==> config.mk <==
export PLATFORM = sky130hd
export DESIGN_NAME = rx_fifo_sync
export DESIGN_NICKNAME = d
export VERILOG_FILES = /design/src/rtl/rx_fifo_sync.sv
export SDC_FILE = /design/constraint.sdc
export NUM_CORES = 1
export LEC_CHECK = 0
export BUFFER_PORTS_ARGS = -buffer_cell sky130_fd_sc_hd__buf_2
export CAP_MARGIN = 20
export CELL_PAD_IN_SITES_DETAIL_PLACEMENT = 0
export CELL_PAD_IN_SITES_GLOBAL_PLACEMENT = 2
export CORE_MARGIN = 2
export CORE_UTILIZATION = 30
export CTS_CLUSTER_SIZE = 20
export DETAILED_ROUTE_END_ITERATION = 10
export PLACE_DENSITY_LB_ADDON = 0.1
export SYNTH_ARGS = -nofsm -noshare
export SYNTH_HDL_FRONTEND = slang
export SYNTH_SLANG_ARGS = --single-unit
==> constraint.sdc <==
create_clock -name clk -period 6.46 [get_ports clk]
set_clock_uncertainty 0.15 [all_clocks]
set_input_delay 1.292 -clock clk [delete_from_list [all_inputs] [get_ports clk]]
set_output_delay 1.292 -clock clk [all_outputs]
set_load 0.02 [all_outputs]
==> src/rtl/rx_fifo_sync.sv <==
// Receive FIFO between the UART receiver and the host reader: circular buffer with
// exact full/empty, fill threshold, sticky overflow, flush, occupancy count and BIST freeze.
module rx_fifo_sync #(
    parameter int unsigned DATA_BITS  = 8,
    parameter int unsigned FIFO_WIDTH = 4
) (
    input  logic                  clk,
    input  logic                  rst,
    input  logic [DATA_BITS-1:0]  Rx_Data,
    input  logic                  Data_Rdy,
    input  logic                  Pop_Data,
    input  logic                  Flush,
    input  logic                  BIST_Mode,
    input  logic [FIFO_WIDTH:0]   Thresh,
    output logic [DATA_BITS-1:0]  Data_Out,
    output logic                  Data_Valid,
    output logic                  FIFO_Empty,
    output logic                  FIFO_Full,
    output logic                  FIFO_Thresh,
    output logic                  FIFO_Overflow,
    output logic [FIFO_WIDTH:0]   Count
);

    localparam int unsigned DEPTH = 1 << FIFO_WIDTH;
    localparam int unsigned CW    = FIFO_WIDTH + 1;

    logic [DATA_BITS-1:0]  mem [DEPTH];
    logic [FIFO_WIDTH-1:0] wptr;
    logic [FIFO_WIDTH-1:0] rptr;

    logic          active;
    logic          flush_ok;
    logic          pop_ok;
    logic          push_ok;
    logic          push_drop;
    logic [CW-1:0] count_nxt;

    // Request qualification; BIST freezes everything, flush shadows push/pop.
    always_comb begin
        active    = !BIST_Mode;
        flush_ok  = active && Flush;
        pop_ok    = active && !Flush && Pop_Data && (Count != '0);
        push_ok   = active && !Flush && Data_Rdy && ((Count != CW'(DEPTH)) || pop_ok);
        push_drop = active && !Flush && Data_Rdy && !push_ok;
        count_nxt = Count;
        if (flush_ok) begin
            count_nxt = '0;
        end else if (push_ok && !pop_ok) begin
            count_nxt = Count + CW'(1);
        end else if (pop_ok && !push_ok) begin
            count_nxt = Count - CW'(1);
        end
    end

    // Storage array carries no reset; contents are meaningless until written.
    always_ff @(posedge clk) begin
        if (push_ok) begin
            mem[wptr] <= Rx_Data;
        end
    end

    // Pointers, count, read data and flags registered from the post-edge count.
    always_ff @(posedge clk or posedge rst) begin
        if (rst) begin
            wptr          <= '0;
            rptr          <= '0;
            Count         <= '0;
            Data_Out      <= '0;
            Data_Valid    <= 1'b0;
            FIFO_Empty    <= 1'b1;
            FIFO_Full     <= 1'b0;
            FIFO_Thresh   <= 1'b0;
            FIFO_Overflow <= 1'b0;
        end else begin
            Count       <= count_nxt;
            Data_Valid  <= pop_ok;
            FIFO_Empty  <= (count_nxt == '0);
            FIFO_Full   <= (count_nxt == CW'(DEPTH));
            FIFO_Thresh <= (Thresh != '0) && (count_nxt >= Thresh);
            if (flush_ok) begin
                wptr          <= '0;
                rptr          <= '0;
                Data_Out      <= '0;
                FIFO_Overflow <= 1'b0;
            end else begin
                if (push_ok) begin
                    wptr <= wptr + FIFO_WIDTH'(1);
                end
                if (pop_ok) begin
                    rptr          <= rptr + FIFO_WIDTH'(1);
                    Data_Out      <= mem[rptr];
                    FIFO_Overflow <= 1'b0;
                end else if (push_drop) begin
                    FIFO_Overflow <= 1'b1;
                end
            end
        end
    end

endmodule

==> flow_summary_export.csv, run 1 <==
group,metric,value,unit
cells_and_area,insertedDiodeCount,0,
placement,gp_congestion,0.743,
floorplanning,dieArea,0.0227,mm^2
logic_synthesis,synth_nets,395,
logic_synthesis,yosysTopAreaCell,"edfxtp_1",
detailed_routing,drt-pass1-iter-count,4,
floorplanning,ios,37,
floorplanning,die_height,151,um
clock_network,num_cts_buffers,17,
power,leakage,2.62,nW
grt,grt_max_degree,36,
sta,totalNegativeSetupSlack,0,ns
placement,numPortBuffers,36,
sta,hold_violations,0,
power,combinationalPowerShare,0.193,
power,power_density,352,mW/mm^2
placement,dp_worst_setup_slack,2.47,ns
worst_setup_path,critical_path_peak_fanout,10,
sta,worst_slew_pin_slew,0.696,ns
floorplanning,fp.dieW,151,um
power,design_power_total,2.64,mW
clock_network,post_cts.repair.setup_buffers,0,
hold_path,hold_path_class,"reg2reg",
power,power.switching,0.734,mW
sta,min_period,3.56,ns
run_status,status,"finished, final reports clean",
power,clock_power_share,0.359,
grt,grt_overflow,0,
logic_synthesis,yosysUniqueCellTypes,46,
cells_and_area,finish.net_count,435,
worst_setup_path,crit_path_end_kind,"register",
logic_synthesis,post_synth.cell_area_avg,17.7,um^2
cells_and_area,layout-area-overhead-vs-synth,16.3,%
sta,final_min_period_over_clock_period,0.551,
placement,detailed_place_hpwl,9220,um
grt,first_pass_grt_wire_length,21300,um
sta,drv_slew,0,
worst_setup_path,worst_ep_arrival_time,3.70,ns
worst_setup_path,startpoint_type,"input pin",
clock_network,clkSinkCount,154,
logic_synthesis,netlist_top_cells_area,"edfxtp_1 (60%), mux4_2 (14%), dfrtp_1 (9.7%), ha_1 (2.3%), and2_1 (1.6%)",
sta,hold_slack,0.369,ns
power,internal_power,1.91,mW
logic_synthesis,netlist_instances,364,
clock_network,cts_tree,"yes",
worst_setup_path,path_class,"in2reg",
power,seq_power_share,0.448,
logic_synthesis,synth-main-ff-cell,"edfxtp_1",
detailed_routing,final_antenna_net_count,0,
detailed_routing,detailedRoute.firstIterationViolations,204,
power,worst_ir_drop_vdd,0.000190,V
clock_network,cts-root-to-sink-buffers,2,
run,cap_viol_max_count,0,
cells_and_area,filler_cell_count,1985,
detailed_routing,wl_per_cell,19.6,um
floorplanning,start_util,0.306,
logic_synthesis,synth-async-reset-ratio,0.169,
detailed_routing,routed_wl,13600,um
detailed_routing,vias,3235,
logic_synthesis,synth.ff_latch_count,154,
sta,fmaxAchievable,281,MHz
clock_network,worstSkewPairLatency,0.41,ns
logic_synthesis,ys_warn_count,0,
clock_network,cts_root_buf,"clkbuf_16",
grt,grt_use_total,0.129,
detailed_routing,vias_per_cell,4.67,
sta,grt_setup_unrepaired,"false",
floorplanning,core_area,0.0211,mm^2
clock_network,ctsHtreeMaxLevel,4,
sta,worst_slack,2.90,ns
power,switching_share,0.278,
sta,final_setup_violation_count,0,
floorplanning,row_count,53,
grt,antenna_found_initial,0,
clock_network,cts_clk_pin_slew_worst_paths,0.06,ns
logic_synthesis,synth_edf_count,128,
logic_synthesis,syn-cell-area,0.00645,mm^2
worst_setup_path,critical_path_required,6.60,ns
clock_network,post_cts_resize_count,0,
sta,max-slew-margin-rel,0.536,
clock_network,cts_hold_repair.buffers,0,
logic_synthesis,synth.yosys.seq_area_share,0.697,
cells_and_area,fraction_of_layout_instances_using_a_drive_strength_above_1,0.281,
grt,first_global_vias,3486,
detailed_routing,drc,0,
logic_synthesis,synth_top_area_share,0.596,
-- registers in the layout, summed over array words and instances (netlist names) --
signal	flops
Count	5
FIFO_Empty	1
wptr	4
rptr	4
FIFO_Full	1
FIFO_Overflow	1
FIFO_Thresh	1
mem	128
Data_Out	8
Data_Valid	1
-- metal layers --
layer / global-route usage / vias up / routed length [um] / share of wire
met1: 0.185 / 1683 / 6850 / 0.51
met2: 0.195 / 42 / 6210 / 0.46
met5: 0 / - / 0 / 0
li1: - / 1499 / - / -
met3: 0.0282 / 11 / 352 / 0.026
met4: 0.0435 / 0 / 145 / 0.011
-- cell type report --
type | instances | area [um^2] | share of cell area
inverter | 13 | 48.8 | 0.00651
clock inverter | 12 | 116 | 0.0155
sequential | 154 | 4500 | 0.600
clock buffer | 20 | 447 | 0.0596
tap | 275 | 344 | 0.0459
timing repair buffer | 40 | 230 | 0.0307
multi-input combinational | 178 | 1820 | 0.242
-- metrics by stage --
stage	cell area (um^2)	utilization	instances
2_1_floorplan	6450	-	364
3_3_place_gp	6910	0.328	659
3_5_place_dp	6940	0.329	660
4_1_cts	7500	0.356	692
5_1_grt	7500	0.356	692
6_report	7500	0.356	692
-- kinds of logic after synthesis --
logic type,count (synthesis),share of synthesized area
xor gates and xnor gates,11,0.0149
adders and majority gates,12,0.0233
AOI/OAI and AO/OA,30,0.0301
muxes,44,0.146
and+or+nand+nor,81,0.0674
DFF,154,0.697
buffers and inverters,32,0.0208
-- critical path, cell delays in order --
cell and delay, ns:
buf_2 0.20, nor4bb_1 0.25, o22ai_1 0.13, nor3_1 0.26
xnor2_1 0.14, or2_2 0.31, ha_1 0.28, nand2b_1 0.14
a21o_1 0.17, a21o_1 0.17, a21o_1 0.16, a21oi_1 0.14
a21oi_1 0.06
-- synthesized netlist by cell type, types with 5 or more instances --
| cell type | count |
|---|---|
| edfxtp_1 | 128 |
| mux4_2 | 40 |
| dfrtp_1 | 25 |
| nand2_1 | 25 |
| and2_1 | 17 |
| nor2_1 | 14 |
| inv_1 | 13 |
| ha_1 | 12 |
| clkbuf_1 | 10 |
| o21ai_1 | 8 |
| xor2_1 | 7 |
| a21oi_1 | 6 |
| buf_2 | 5 |
-- worst paths after layout --
path	endpoint	startpoint	depth (start not counted)	slack, ns
max in group asynchronous	FIFO_Empty$_DFF_PP1_	rst	3	4.97
worst min register to register	Data_Out[0]$_DFFE_PP0N_	Data_Out[0]$_DFFE_PP0N_	2	0.37
worst max register to register	FIFO_Thresh$_DFF_PP0_	Count[1]$_DFF_PP0_	14	3.08
worst max-delay path	FIFO_Thresh$_DFF_PP0_	Data_Rdy	13	2.90
worst min-delay path	Data_Out[0]$_DFFE_PP0N_	Data_Out[0]$_DFFE_PP0N_	2	0.37
min in group asynchronous	Data_Valid$_DFF_PP0_	rst	2	0.68
-- cell usage in the layout (no fill, tap or decap), types with 4 or more instances in the layout --
master      instances
inv_1              13
o21ai_1             8
inv_6               4
ha_1               12
xor2_1              7
dfrtp_1            24
mux4_2             40
buf_2              36
and2_1             17
xnor2_1             4
nand4_1             4
a21oi_1             6
nand2_1            25
clkbuf_16          17
a21o_1              4
clkinvlp_4          5
nor2_1             14
edfxtp_1          128
-- power by group through the flow --
stage | registers (mW) | logic [mW] | clock network, mW
floorplan | 1.20 | 0.362 | 0
global placement | 1.21 | 0.526 | 0
detailed placement | 1.21 | 0.517 | 0
CTS | 1.19 | 0.518 | 0.974
global route | 1.19 | 0.555 | 1.01
finish | 1.18 | 0.510 | 0.948
No activity file was read; power rests on OpenSTA's default activity.
==> run 2: changes to the inputs <==
Settings changed: ABC_AREA from default to 1.
Clock period 6.46 ns to 2.9 ns, I/O delays scaled along.
==> flow_summary_export.csv, run 2 <==
group,metric,value,unit
run_status,status,"finished, final reports clean",
logic_synthesis,syn-cell-area,0.00660,mm^2
worst_setup_path,r2r-start,"Count[1]$_DFF_PP0_",
clock_network,cts_clk_pin_slew_worst_paths,0.06,ns
cells_and_area,layout.area.seq,0.00450,mm^2
power,design_power_total,5.63,mW
logic_synthesis,synth.yosys.seq_area_share,0.681,
cells_and_area,design_area,0.00783,mm^2
sta,drv_slew,0,
detailed_routing,vias,4318,
detailed_routing,drc,0,
placement,detailed_place.area,0.00725,mm^2
grt,antenna_found_initial,0,
cells_and_area,fraction_of_layout_instances_using_a_drive_strength_above_1,0.173,
cells_and_area,layout_common_cells,"edfxtp_1 (128), nor2_1 (101), o21ai_0 (73)",
clock_network,worstSkewPairLatency,0.42,ns
logic_synthesis,most_frequently_used_cell_type_in_the_post_synthesis_netlist,"edfxtp_1",
clock_network,num_cts_buffers,17,
cells_and_area,stdcell_count,920,
clock_network,cts_tree,"yes",
clock_network,post_cts_resize_count,0,
logic_synthesis,post_synth_and_or_nand_nor_area_fraction,0.145,
grt,grt_util_met1,0.221,
sta,worst_slew_pin_slew,0.757,ns
cells_and_area,largest_register,"mem",
worst_setup_path,path_class,"reg2reg",
sta,min_period,2.64,ns
detailed_routing,detailedRoute.firstIterationViolations,319,
sta,fmaxAchievable,379,MHz
logic_synthesis,synth-async-reset-ratio,0.169,
clock_network,cts_hold_repair.buffers,0,
cells_and_area,insertedDiodeCount,0,
logic_synthesis,netlist_instances,567,
power,power_density,720,mW/mm^2
floorplanning,start_util,0.304,
logic_synthesis,netlist_top_cells_area,"edfxtp_1 (58%), dfrtp_1 (9.5%), nor2_1 (5.7%), o21ai_0 (5.5%), nand2_1 (3.8%)",
logic_synthesis,synth_top_cells_by_count,"edfxtp_1 (128), nor2_1 (101), o21ai_0 (73), nand2_1 (66), inv_1 (32)",
worst_setup_path,startpoint_type,"register",
detailed_routing,final_antenna_net_count,0,
floorplanning,ios,37,
grt,grt_overflow,0,
sta,final_min_period_over_clock_period,0.911,
sta,hold_slack,0.0677,ns
placement,numPortBuffers,36,
cells_and_area,finish.net_count,658,
logic_synthesis,synth_adder_area_share,0.0228,
logic_synthesis,synth_top_area_share,0.583,
sta,final_setup_violation_count,0,
worst_setup_path,worst_r2r_path_depth,15,
run,cap_viol_max_count,0,
logic_synthesis,ys_warn_count,0,
grt,grt_max_degree,66,
grt,busiest_layer,"met2",
grt,met3_usage,0.0293,
power,combinationalPowerShare,0.161,
clock_network,cts_root_buf,"clkbuf_16",
sta,totalNegativeSetupSlack,0,ns
sta,hold_violations,0,
cells_and_area,filler_cell_count,2158,
cells_and_area,layout-area-overhead-vs-synth,18.7,%
power,internal_power,4.11,mW
detailed_routing,vias_per_cell,4.69,
grt,first_pass_grt_wire_length,26900,um
detailed_routing,wl_per_cell,19.6,um
logic_synthesis,main_combinational_cell_family_by_area_after_synthesis,"simple AND/OR/NAND/NOR gates",
placement,gp_congestion,0.779,
cells_and_area,postLayoutCoreUtil,0.361,
worst_setup_path,critical_path_peak_fanout,8,
worst_setup_path,crit_path_end_kind,"register",
sta,worst_slack,0.259,ns
floorplanning,die_height,152,um
worst_setup_path,crit_end,"FIFO_Thresh$_DFF_PP0_",
power,leakage,2.99,nW
cells_and_area,largest_registers,"mem: 128 flops, Data_Out: 8 flops, Count: 5 flops",
clock_network,post_cts.repair.setup_buffers,0,
grt,grt_use_total,0.158,
floorplanning,dieArea,0.0232,mm^2
worst_setup_path,crit_start,"Count[1]$_DFF_PP0_",
power,worst_ir_drop_vdd,0.000429,V
sta,grt_setup_unrepaired,"false",
logic_synthesis,synth_nets,598,
power,switching_share,0.270,
worst_setup_path,worst_r2r_endpoint,"FIFO_Thresh$_DFF_PP0_",
floorplanning,row_count,54,
logic_synthesis,synthXorXnorAreaFrac,0.00531,
worst_setup_path,r2r_setup_slack,0.26,ns
power,clock_power_share,0.394,
placement,dp_worst_setup_slack,0.242,ns
worst_setup_path,worst_ep_arrival_time,2.80,ns
clock_network,ctsHtreeMaxLevel,4,
logic_synthesis,synth.ff_latch_count,154,
detailed_routing,drt-pass1-iter-count,4,
placement,cell_count_after_placement,888,
logic_synthesis,synth-main-ff-cell,"edfxtp_1",
logic_synthesis,yosys-mux-area-fraction,0,
logic_synthesis,synth_compound_gate_area_share,0.103,
detailed_routing,routed_wl,18000,um
clock_network,cts-root-to-sink-buffers,2,
hold_path,hold_path_class,"in2async",
cells_and_area,area_of_combinational_cells_with_multiple_inputs,0.00182,mm^2
power,seq_power_share,0.445,
logic_synthesis,yosysTopAreaCell,"edfxtp_1",
logic_synthesis,synth_edf_count,128,
power,power.switching,1.52,mW
cells_and_area,mostFrequentLayoutCell,"edfxtp_1",
grt,met2_usage,0.253,
placement,detailed_place_hpwl,11600,um
cells_and_area,largest_reg_flops,128,
clock_network,clkSinkCount,154,
logic_synthesis,post_synth.cell_area_avg,11.6,um^2
logic_synthesis,yosysUniqueCellTypes,35,
sta,max-slew-margin-rel,0.495,
floorplanning,core_area,0.0217,mm^2
floorplanning,fp.dieW,152,um
grt,first_global_vias,4233,
worst_setup_path,critical_path_required,3.06,ns
run 2: per-layer routing:
| metal | part of all wire | routed length, um | vias up |
|---|---|---|---|
| li1 | - | - | 2132 |
| met1 | 0.49 | 8920 | 2107 |
| met2 | 0.47 | 8470 | 66 |
| met3 | 0.026 | 469 | 13 |
| met4 | 0.0088 | 159 | 0 |
| met5 | 0 | 0 | - |
run 2: worst max-delay path, cell delays in order (launching register included):
cell      delay [ns]
dfrtp_1         0.42
inv_1           0.14
ha_1            0.31
nand3_1         0.20
nand3_4         0.17
nand2_1         0.07
nand2_1         0.07
nand3_2         0.09
ha_1            0.28
inv_1           0.05
nand2_1         0.04
a21oi_1         0.12
o21bai_1        0.09
a21o_1          0.16
a21oi_1         0.12
nor2_1          0.05
run 2: final cells by class:
class	instances	area share
Clock buffer	25	0.0595
Clock inverter	7	0.0150
Inverter	40	0.0192
Multi-Input combinational cell	347	0.233
Sequential cell	154	0.574
Tap cell	280	0.0447
Timing Repair Buffer	67	0.0543
run 2: cell families after synthesis:
logic type,Yosys count
DFF,154
xor gates and xnor gates,4
AOI/OAI and AO/OA,115
and+or+nand+nor,216
adders and majority gates,12
buffers and inverters,66
run 2: how the worst min path moves through the flow:
stage	start	endpoint	cells past startpoint
3_3_place_gp	Data_Out[5]$_DFFE_PP0N_	Data_Out[5]$_DFFE_PP0N_	2
3_5_place_dp	Data_Out[5]$_DFFE_PP0N_	Data_Out[5]$_DFFE_PP0N_	2
5_1_grt	rst	Data_Out[5]$_DFFE_PP0N_	3
4_1_cts	rst	Data_Valid$_DFF_PP0_	3
6_report	rst	Data_Valid$_DFF_PP0_	3
2_1_floorplan	wptr[2]$_DFFE_PP0P_	wptr[2]$_DFFE_PP0P_	1
run 2: power groups by stage:
stage               logic [mW]  registers (mW)  clock network, mW
global route              1.01            2.52               2.36
finish                   0.907            2.51               2.22
global placement         0.930            2.55                  0
detailed placement       0.928            2.55                  0
floorplan                0.515            2.61                  0
CTS                      0.930            2.51               2.27
